$ cat src/rtl/fetch_stage.sv
// Instruction fetch for the 16-bit core: PC, one-entry hold buffer, IF/ID register.
// Define FETCH_BUBBLE_CNT_EN to add the saturating bubbleCount port.
module fetch_stage #(
    parameter logic [15:0] RESET_PC = 16'h0000,
    parameter logic [15:0] NOP_INST = 16'h0000
) (
    input  logic        clk,
    input  logic        rst,
    input  logic        stallF,
    input  logic        flushD,
    input  logic        PCSrcE,
    input  logic [15:0] PCTargetE,
    output logic        imemReq,
    output logic [15:0] imemAddr,
    input  logic [15:0] imemRdata,
    input  logic        imemValid,
    output logic [15:0] inst,
    output logic [15:0] PCPlus2,
    output logic [15:0] PCD,
    output logic        validD
`ifdef FETCH_BUBBLE_CNT_EN
    ,
    output logic [31:0] bubbleCount
`endif
);

    typedef enum logic [1:0] {
        FETCH = 2'd0,
        DRAIN = 2'd1,
        HOLD  = 2'd2
    } fetchState_t;

    fetchState_t state;
    fetchState_t stateNext;

    logic [15:0] pc;
    logic [15:0] pcNext;
    logic [15:0] bufInst;
    logic [15:0] bufPC;
    logic [15:0] redirPC;

    logic        holdIfId;
    logic        bufLoad;
    logic        redirLoad;
    logic        deliver;
    logic [15:0] delInst;
    logic [15:0] delPC;
    logic        loadBubble;

    assign holdIfId = stallF || flushD;

    // Request is gated by rst so nothing is outstanding while reset is held.
    assign imemReq  = !rst && (state != HOLD);
    assign imemAddr = pc;

    always_comb begin
        stateNext = state;
        pcNext    = pc;
        bufLoad   = 1'b0;
        redirLoad = 1'b0;
        deliver   = 1'b0;
        delInst   = bufInst;
        delPC     = bufPC;
        unique case (state)
            FETCH: begin
                if (PCSrcE) begin
                    if (imemValid) begin
                        pcNext = PCTargetE;
                    end else begin
                        redirLoad = 1'b1;
                        stateNext = DRAIN;
                    end
                end else if (imemValid) begin
                    pcNext = pc + 16'd2;
                    if (holdIfId) begin
                        bufLoad   = 1'b1;
                        stateNext = HOLD;
                    end else begin
                        deliver = 1'b1;
                        delInst = imemRdata;
                        delPC   = pc;
                    end
                end
            end
            DRAIN: begin
                if (imemValid) begin
                    pcNext    = PCSrcE ? PCTargetE : redirPC;
                    stateNext = FETCH;
                end else if (PCSrcE) begin
                    redirLoad = 1'b1;
                end
            end
            HOLD: begin
                if (PCSrcE) begin
                    pcNext    = PCTargetE;
                    stateNext = FETCH;
                end else if (!holdIfId) begin
                    deliver   = 1'b1;
                    stateNext = FETCH;
                end
            end
            default: begin
                stateNext = FETCH;
            end
        endcase
    end

    // A bubble is loaded on flush, or whenever the register is free but empty-handed.
    assign loadBubble = flushD || (!stallF && !deliver);

    always_ff @(posedge clk or posedge rst) begin
        if (rst) begin
            state   <= FETCH;
            pc      <= RESET_PC;
            bufInst <= NOP_INST;
            bufPC   <= '0;
            redirPC <= '0;
        end else begin
            state <= stateNext;
            pc    <= pcNext;
            if (bufLoad) begin
                bufInst <= imemRdata;
                bufPC   <= pc;
            end
            if (redirLoad) begin
                redirPC <= PCTargetE;
            end
        end
    end

    always_ff @(posedge clk or posedge rst) begin
        if (rst) begin
            inst    <= NOP_INST;
            PCD     <= '0;
            PCPlus2 <= '0;
            validD  <= 1'b0;
        end else if (loadBubble) begin
            inst    <= NOP_INST;
            PCD     <= '0;
            PCPlus2 <= '0;
            validD  <= 1'b0;
        end else if (deliver) begin
            inst    <= delInst;
            PCD     <= delPC;
            PCPlus2 <= delPC + 16'd2;
            validD  <= 1'b1;
        end
    end

`ifdef FETCH_BUBBLE_CNT_EN
    always_ff @(posedge clk or posedge rst) begin
        if (rst) begin
            bubbleCount <= '0;
        end else if (loadBubble && (bubbleCount != 32'hFFFF_FFFF)) begin
            bubbleCount <= bubbleCount + 32'd1;
        end
    end
`endif

endmodule
$ cat config.mk
export PLATFORM = sky130hd
export DESIGN_NAME = fetch_stage
export DESIGN_NICKNAME = d
export VERILOG_FILES = /design/src/rtl/fetch_stage.sv
export SDC_FILE = /design/constraint.sdc
export NUM_CORES = 1
export LEC_CHECK = 0
export CAP_MARGIN = 20
export CORE_MARGIN = 2
export CORE_UTILIZATION = 50
export DETAILED_ROUTE_END_ITERATION = 16
export GPL_TIMING_DRIVEN = 0
export PLACE_DENSITY = 0.76
export SYNTH_ARGS = -nofsm -noshare
export SYNTH_HDL_FRONTEND = slang
export SYNTH_SLANG_ARGS = --single-unit
$ cat constraint.sdc
create_clock -name clk -period 5.9 [get_ports clk]
set_clock_uncertainty 0.15 [all_clocks]
set_input_delay 1.475 -clock clk [delete_from_list [all_inputs] [get_ports clk]]
set_output_delay 1.475 -clock clk [all_outputs]
set_load 0.02 [all_outputs]
==> out/results.ini, run 1 <==
[setup_path]
cp.required_ns = 4.28
reg2reg_to = PCPlus2[15]
arrival_ns = 2.64
cp-endpoint = imemReq
r2r_start = state[0]
r2r_cells = 16
path_class = in2out
crit_start = rst
start_kind = input port
path_max_fanout = 2
cp-end-kind = output pin
r2r_slack_ns = 2.53

[clock_network]
htree_levels = 4
cts_tree = done
root_buffer = clkbuf_16
worstSkewPairLatency_ns = 0.41
clock_sinks = 114
cts_buffers = 17
cts_resized = 0
cts_hold_buf = 0
cts_buffer_depth = 2
clkTransAtPathRegs_ns = 0.05
post_cts_buffers = 0

[synth]
syn_area_um2 = 5890
synth_enable_flop_cells = 0
yosysTopAreaCellShare = 0.484
synth_cell_types = 54
netlist_top_cells_count = 114 x dfrtp_1, 77 x nand2_1, 50 x o21ai_0, 49 x mux2_2, 48 x nand3_1
synth.net_count = 655
yosys_warnings = 0
ys.flop_type = dfrtp_1
yosysMostFrequentCell = dfrtp_1
synth-seq-area-share = 0.484
yosys-top-cells-area = dfrtp_1 48%, mux2_2 9.4%, nand2_1 4.9%
syn_inst = 612
async_reset_ff_frac = 1.00
syn_avg_cell_area_um2 = 9.62
yosys_register_bits = 114
yosysTopAreaCell = dfrtp_1

[final_layout]
seqCellArea_um2 = 2850
nFillCells = 875
final_nets = 778
layout-drive-gt1-share = 0.143
area_delta_synth_final_pct = 32.7
final_cell_area_um2 = 7810
multi_input_area_um2 = 2770
diodes = 0

[pwr]
internal_power_uw = 2440
total_power_uw = 3830
switching_share = 0.363
p_per_area_nw_per_um2 = 491
clock_power_share = 0.310
p_switching_uw = 1390
p_leak_uw = 0.00321
p_comb_frac = 0.362
vdd_drop_max_mv = 0.259
sequentialPowerShare = 0.328

[placement]
port_buffers = 103
place_congestion = 0.915
post_dp_cell_area_um2 = 7130
dp_hpwl_um = 12100

[grt]
gr-usage-all-layers = 0.273
grt_pass1_vias = 5335
grt_pass1_wl_um = 27500
grt_max_degree = 68
grt_overflow = 0
antenna_found_initial = 0

[floorplanning]
row_count = 39
core_um2 = 11500
fp.dieH_um = 113
start_util = 0.513
dieArea_um2 = 12700
dieWidth_um = 113
ioPinCount = 104

[sta]
slew_violations = 0
clock.fmax_mhz = 234
fin_crit_sh = 0.724
worst_slew_pin_slew_ns = 0.706
setup_viol = 0
rsz0062_at_grt = false
hold_viol_final = 0
period_minus_slack_ns = 4.27
timing.slew.headroom = 0.525
fin_hold_ws_ns = 0.323

[routing]
drtIter0Drc = 418
drt-total-wl_um = 16900
first_pass_iters = 6
num_vias = 5392
ant_nets = 0
routed_via_density = 6.05
route.detailed.drc = 0
wl_per_cell_um = 19.0

[worst_hold_path]
hp-class = reg2reg
hold_path_depth = 1
min-delay-start = PCD[15]

[flow_run]
cap_violations = 0

[run_status]
status = complete, no violations

==> per-stage QoR <==
step | worst slack [ns] | std cells | util | TNS [ns]
6_report | 1.63 | 891 | 0.681 | 0
4_1_cts | 1.62 | 891 | 0.681 | 0
3_5_place_dp | 1.30 | 859 | 0.622 | 0
5_1_grt | 1.41 | 891 | 0.681 | 0
2_1_floorplan | 1.26 | 612 | - | 0
3_3_place_gp | -0.409 | 858 | 0.619 | -45.37
==> worst min-delay path by stage <==
stage	to	slack, ns
2_1_floorplan	redirPC[11]	0.30
3_3_place_gp	inst[12]	0.31
3_5_place_dp	PCD[15]	0.32
4_1_cts	PCD[15]	0.33
5_1_grt	inst[13]	0.34
6_report	PCD[15]	0.32
==> routing by layer <==
metal	vias to the layer above	global-route usage	routed length (um)
li1	2463	-	-
met1	2623	0.363	7230
met2	276	0.454	8230
met3	30	0.0481	1130
met4	0	0.0935	325
met5	-	0	0
==> sequential cells by signal, indices dropped and copies added, names as in the netlist <==
| register | flops |
|---|---|
| bufPC | 16 |
| state | 2 |
| PCPlus2 | 16 |
| inst | 16 |
| redirPC | 16 |
| imemAddr | 16 |
| PCD | 15 |
| validD | 1 |
| bufInst | 16 |
==> area by class of cell <==
class | instances | share of cell area
sequential | 114 | 0.365
clock inverter | 13 | 0.0296
inverter | 16 | 0.00801
multi-input combinational | 437 | 0.355
clock buffer | 19 | 0.0580
tap | 143 | 0.0229
buffer | 45 | 0.0263
timing repair buffer | 104 | 0.135
==> cell usage in the layout, fill, tap and decap left out, drive strengths merged, types with 8 or more instances in the layout <==
| cell type | n |
|---|---|
| mux2i | 11 |
| dfrtp | 114 |
| nor2 | 36 |
| mux2 | 49 |
| inv | 15 |
| a211oi | 9 |
| nand3 | 48 |
| xnor2 | 8 |
| o21ai | 51 |
| clkbuf | 45 |
| a21oi | 37 |
| nand4 | 8 |
| buf | 20 |
| nor3 | 13 |
| clkdlybuf4s50 | 103 |
| nand2 | 77 |
==> worst max-delay path: stages <==
cell,delay [ns]
clkdlybuf4s50_1,0.46
nor2_1,0.10
clkdlybuf4s50_1,0.61
==> power by group through the flow <==
| stage | Clock [uW] | Combinational [uW] | Sequential (uW) |
|---|---|---|---|
| after floorplan | 0 | 836 | 1290 |
| after detailed placement | 0 | 1350 | 1260 |
| after CTS | 1200 | 1370 | 1250 |
| final | 1190 | 1390 | 1260 |
| after global routing | 1230 | 1510 | 1280 |
| after global placement | 0 | 1320 | 1240 |
==> cells by family (layout without fill, tap and decap cells) <==
| family | Yosys count | count (layout) | share of synthesized area |
|---|---|---|---|
| AOI/OAI and AO/OA | 154 | 154 | 0.168 |
| xor gates and xnor gates | 12 | 12 | 0.0178 |
| adders and majority gates | 5 | 5 | 0.0106 |
| buffers and inverters | 61 | 197 | 0.0450 |
| DFF | 114 | 114 | 0.484 |
| muxes | 60 | 60 | 0.112 |
| and+or+nand+nor | 206 | 206 | 0.161 |
(Power assumes the default switching activity.)
==> inputs of run 2 (changes only) <==
--- a/config.mk
+++ b/config.mk
@@ -7,10 +7,10 @@
 export LEC_CHECK = 0
 export CAP_MARGIN = 20
 export CORE_MARGIN = 2
-export CORE_UTILIZATION = 50
+export CORE_UTILIZATION = 48
 export DETAILED_ROUTE_END_ITERATION = 16
 export GPL_TIMING_DRIVEN = 0
-export PLACE_DENSITY = 0.76
+export PLACE_DENSITY = 0.77
 export SYNTH_ARGS = -nofsm -noshare
 export SYNTH_HDL_FRONTEND = slang
 export SYNTH_SLANG_ARGS = --single-unit
==> constraint.sdc (replaced) <==
create_clock -name clk -period 3.7 [get_ports clk]
set_clock_uncertainty 0.15 [all_clocks]
set_input_delay 0.925 -clock clk [delete_from_list [all_inputs] [get_ports clk]]
set_output_delay 0.925 -clock clk [all_outputs]
set_load 0.02 [all_outputs]
==> run 2 against run 1 <==
  * Hold slack better by 0.0025 ns
  * Die area increased by 4.0%
  * Wire length is 1.0% higher
  * Via count shrank 1.8%
  * Critical endpoint is now PCPlus2[15]
  * Register-to-register slack worse by 2.0 ns
==> out/results.ini, run 2 (synthesis gave the netlist of run 1 again) <==
[run_status]
status = complete, no violations

[grt]
grt_overflow = 0
grt_max_degree = 42
grt_pass1_wl_um = 27900
grt_pass1_vias = 5374
gr-usage-all-layers = 0.272
antenna_found_initial = 0

[pwr]
sequentialPowerShare = 0.341
p_switching_uw = 2210
vdd_drop_max_mv = 0.397
internal_power_uw = 3680
p_per_area_nw_per_um2 = 759
switching_share = 0.375
p_leak_uw = 0.00319
p_comb_frac = 0.376
clock_power_share = 0.284

[clock_network]
post_cts_buffers = 0
cts_hold_buf = 0
cts_buffers = 17
worstSkewPairLatency_ns = 0.40
cts_resized = 0
cts_tree = done
cts_buffer_depth = 2
root_buffer = clkbuf_16
htree_levels = 4
clkTransAtPathRegs_ns = 0.06
clock_sinks = 114

[final_layout]
diodes = 0
layout-drive-gt1-share = 0.146
area_delta_synth_final_pct = 31.8
instances_no_fill = 896
final_common_cell = dfrtp_1
layout_common_cells = 114 x dfrtp_1, 102 x clkdlybuf4s50_1, 76 x nand2_1
final_nets = 779

[floorplanning]
dieWidth_um = 115
row_count = 40
core_um2 = 12000
start_util = 0.490
ioPinCount = 104
fp.dieH_um = 115
dieArea_um2 = 13200

[routing]
wl_per_cell_um = 19.1
route.met2.wl_um = 8250
routed_via_density = 5.91
wl_met3_um = 1160
maxUsedRoutingLayer = met4
drtIter0Drc = 448
num_vias = 5297
route.detailed.drc = 0
drt-total-wl_um = 17100
ant_nets = 0
first_pass_iters = 5
wl_met1_um = 7420

[setup_path]
arrival_ns = 3.63
cp-end-kind = register
path_class = in2reg
start_kind = input port
worstPathCellList = clkdlybuf4s50_1 -> nor2_1 -> nand2_2 -> clkbuf_4 -> a21oi_1 -> inv_1 -> ha_2 -> inv_1 -> nor3_1 -> a32oi_1 -> o21ai_0 -> o211ai_1
path_common_cell = inv_1
r2r_cells = 15
slowest_delay_ns = 0.47
cp.required_ns = 3.87
slowest_stage = clkdlybuf4s50_1
path_max_fanout = 10

[sta]
setup_viol = 0
rsz0062_at_grt = false
setup_ws_ns = 0.238
period_minus_slack_ns = 3.46
fin_crit_sh = 0.936
clock.fmax_mhz = 289
worst_slew_pin_slew_ns = 0.840
timing.slew.headroom = 0.439
slew_violations = 0
hold_viol_final = 0

[placement]
dp_hpwl_um = 12300
place_congestion = 0.886
port_buffers = 103
dp_slack_ns = -0.400
place_inst = 864

[flow_run]
cap_violations = 0

[worst_hold_path]
hold_path_depth = 2
hp-class = reg2reg

[run 2: worst max-delay path, delay by kind of cell]
kind,cells,cell delay (ns)
buffers and inverters,4,0.98
AOI/OAI and AO/OA,4,0.79
and+or+nand+nor,3,0.69
adders and majority gates,1,0.25
[run 2: power groups by stage]
| stage | clock [uW] | sequential, uW | combinational [uW] |
|---|---|---|---|
| after floorplan | 0 | 2050 | 1330 |
| after global placement | 0 | 1980 | 2110 |
| after detailed placement | 0 | 2010 | 2170 |
| after CTS | 1680 | 2000 | 2190 |
| after global routing | 1750 | 2060 | 2420 |
| final | 1670 | 2010 | 2210 |
[run 2: worst paths after layout]
path,startpoint,endpoint,slack (ns)
setup / recovery,flushD,PCPlus2[15],0.24
hold / removal,inst[11],inst[11],0.33
setup reg to reg,state[0],PCPlus2[15],0.51
hold reg to reg,inst[11],inst[11],0.33
max in group asynchronous,rst,inst[11],1.83
min in group asynchronous,rst,redirPC[4],0.90
[run 2: final cells by class]
cell class / instances / area, um^2
plain buffers: 45 / 208
repair buffers: 105 / 1070
flip-flops and latches: 114 / 2850
clock inverters: 13 / 160
multi-input cells: 437 / 2780
well taps: 147 / 184
inverters: 16 / 63.8
clock buffers: 19 / 443
fillers: 1011 / 4250
[run 2: stage by stage]
stage               hold slack (ns)  TNS (ns)  cell area (um^2)  utilization  total power [uW]
CTS                           0.331         0              7750        0.645              5870
floorplan                     0.299         0              5890            -              3380
global route                  0.354         0              7760        0.646              6230
global placement              0.311    -0.835              7110        0.592              4090
finish                        0.325         0              7760        0.646              5890
detailed placement            0.317     -1.33              7150        0.595              4180
[run 2: metal layers]
metal / vias up / track usage
met3: 21 / 0.0543
li1: 2450 / -
met5: - / 0
met4: 0 / 0.0779
met1: 2593 / 0.374
met2: 233 / 0.444
==> inputs of run 3 (changes only) <==
--- a/config.mk
+++ b/config.mk
@@ -6,7 +6,7 @@
 export NUM_CORES = 1
 export LEC_CHECK = 0
 export CAP_MARGIN = 20
-export CORE_MARGIN = 2
+export CORE_MARGIN = 1
 export CORE_UTILIZATION = 48
 export DETAILED_ROUTE_END_ITERATION = 16
 export GPL_TIMING_DRIVEN = 0
==> run 3 against run 2 <==
  * Non-clock buffer count unchanged
  * Power increased by 2.1%
  * Critical path depth decreased by 7
  * Global-route usage increased by 0.75 points
  * Via count increased by 0.49%
  * Sequential share of layout area decreased by 0.25 points
  * Final cell count decreased by 0.11%
  * Clock power increased by 9%
  * Die area decreased by 3.5%
  * Critical path type is now reg2out
  * Largest power group unchanged
==> out/results.ini, run 3 (synthesis gave the netlist of run 1 again) <==
[pwr]
p_per_area_nw_per_um2 = 769
switching_share = 0.357
total_power_uw = 6010
clock_power_share = 0.302
p_switching_uw = 2150
vdd_drop_max_mv = 0.467
p_comb_frac = 0.365
sequentialPowerShare = 0.333
internal_power_uw = 3860
p_leak_uw = 0.00323

[setup_path]
worstPathCellList = inv_1 -> ha_1 -> clkbuf_1 -> nor2_1 -> clkdlybuf4s50_1
slowest_delay_ns = 0.55
path_buf_inv = 3
path_class = reg2out
start_kind = register
cp-end-kind = output pin
cp_top_family = buffers and inverters
r2r_slack_ns = 0.48
cp.required_ns = 2.62
arrival_ns = 2.39
path_max_fanout = 10
r2r_cells = 16
slowest_stage = clkdlybuf4s50_1
reg2reg_to = PCPlus2[15]
r2r_start = state[0]

[sta]
rsz0062_at_grt = false
period_minus_slack_ns = 3.46
clock.fmax_mhz = 289
hold_viol_final = 0
setup_viol = 0
fin_crit_sh = 0.936
fin_setup_tns_ns = 0
timing.slew.headroom = 0.479
worst_slew_pin_slew_ns = 0.780
slew_violations = 0

[grt]
antenna_found_initial = 0
grt_pass1_wl_um = 27400
grt_pass1_vias = 5279
grt_max_degree = 44
gr-usage-all-layers = 0.280
grt_overflow = 0

[clock_network]
cts_tree = done
clkTransAtPathRegs_ns = 0.05
htree_levels = 4
cts_resized = 1
post_cts_buffers = 0
cts_hold_buf = 0
cts_buffers = 17
worstSkewPairLatency_ns = 0.42
clock_sinks = 114
cts_buffer_depth = 2
root_buffer = clkbuf_16

[floorplanning]
start_util = 0.492
ioPinCount = 104
dieWidth_um = 113
row_count = 40
fp.dieH_um = 113
dieArea_um2 = 12700
core_um2 = 12000

[routing]
route.detailed.drc = 0
drtIter0Drc = 393
num_vias = 5323
routed_via_density = 5.95
drt-total-wl_um = 16700
wl_per_cell_um = 18.6
first_pass_iters = 5
ant_nets = 0

[final_layout]
area_delta_synth_final_pct = 32.7
seqCellArea_um2 = 2850
final_nets = 779
layout-drive-gt1-share = 0.146
instances_no_fill = 895
final_cell_area_um2 = 7810
final_common_cell = dfrtp_1
nFillCells = 982
layout_common_cells = 114 x dfrtp_1, 102 x clkdlybuf4s50_1, 76 x nand2_1
diodes = 0
multi_input_area_um2 = 2780

[worst_hold_path]
whs_endpoint = PCD[4]
hp-class = reg2reg
hold_path_depth = 1
min-delay-start = PCD[4]

[placement]
port_buffers = 103
place_congestion = 0.906
place_inst = 864
post_dp_cell_area_um2 = 7150
dp_hpwl_um = 12200

[flow_run]
cap_violations = 0

[run_status]
status = complete, no violations

-- run 3: worst max path at each step --
stage / start / endpoint / slack [ns] / depth (start not counted)
5_1_grt: flushD / PCPlus2[15] / 0.06 / 13
3_3_place_gp: imemValid / PCPlus2[15] / -0.41 / 14
2_1_floorplan: PCSrcE / PCPlus2[13] / 0.66 / 11
3_5_place_dp: imemValid / PCPlus2[15] / -0.40 / 14
6_report: state[0] / imemReq / 0.24 / 5
4_1_cts: imemValid / PCPlus2[15] / 0.11 / 14
-- run 3: area by class of cell --
class | count | share of cell area
Buffer | 45 | 0.0263
Clock inverter | 10 | 0.0229
Clock buffer | 21 | 0.0615
Inverter | 16 | 0.00817
Multi-Input combinational cell | 437 | 0.355
Timing Repair Buffer | 105 | 0.137
Tap cell | 147 | 0.0235
Sequential cell | 114 | 0.365
-- run 3: power groups by stage --
stage | Clock [uW] | Sequential (uW) | Combinational [uW]
after floorplan | 0 | 2050 | 1330
after global placement | 0 | 1980 | 2110
after detailed placement | 0 | 2010 | 2160
after CTS | 1830 | 1990 | 2180
after global routing | 1890 | 2050 | 2400
final | 1820 | 2000 | 2190
-- run 3: per-stage QoR --
step | hold WS (ns) | worst slack [ns] | utilization
after detailed placement | 0.316 | -0.404 | 0.597
after global placement | 0.310 | -0.410 | 0.594
after global routing | 0.347 | 0.0585 | 0.653
after CTS | 0.328 | 0.105 | 0.653
after floorplan | 0.299 | 0.661 | -
final | 0.323 | 0.235 | 0.653
-- run 3: metal layers --
layer	share of wire	wire length (um)	track usage
met1	0.43	7210	0.374
met2	0.48	7980	0.447
met3	0.061	1020	0.0482
met4	0.027	457	0.131
met5	0	0	0
-- run 3: worst reg2reg max path: stages, from the launching register on --
cell	delay, ns
dfrtp_1	0.36
inv_1	0.10
ha_1	0.22
buf_6	0.14
and3b_1	0.18
buf_6	0.15
nand2_2	0.18
buf_2	0.27
nor2_1	0.08
a21oi_1	0.23
inv_1	0.09
ha_2	0.25
inv_1	0.17
nor3_1	0.08
a32oi_1	0.26
o21ai_0	0.14
o211ai_1	0.10
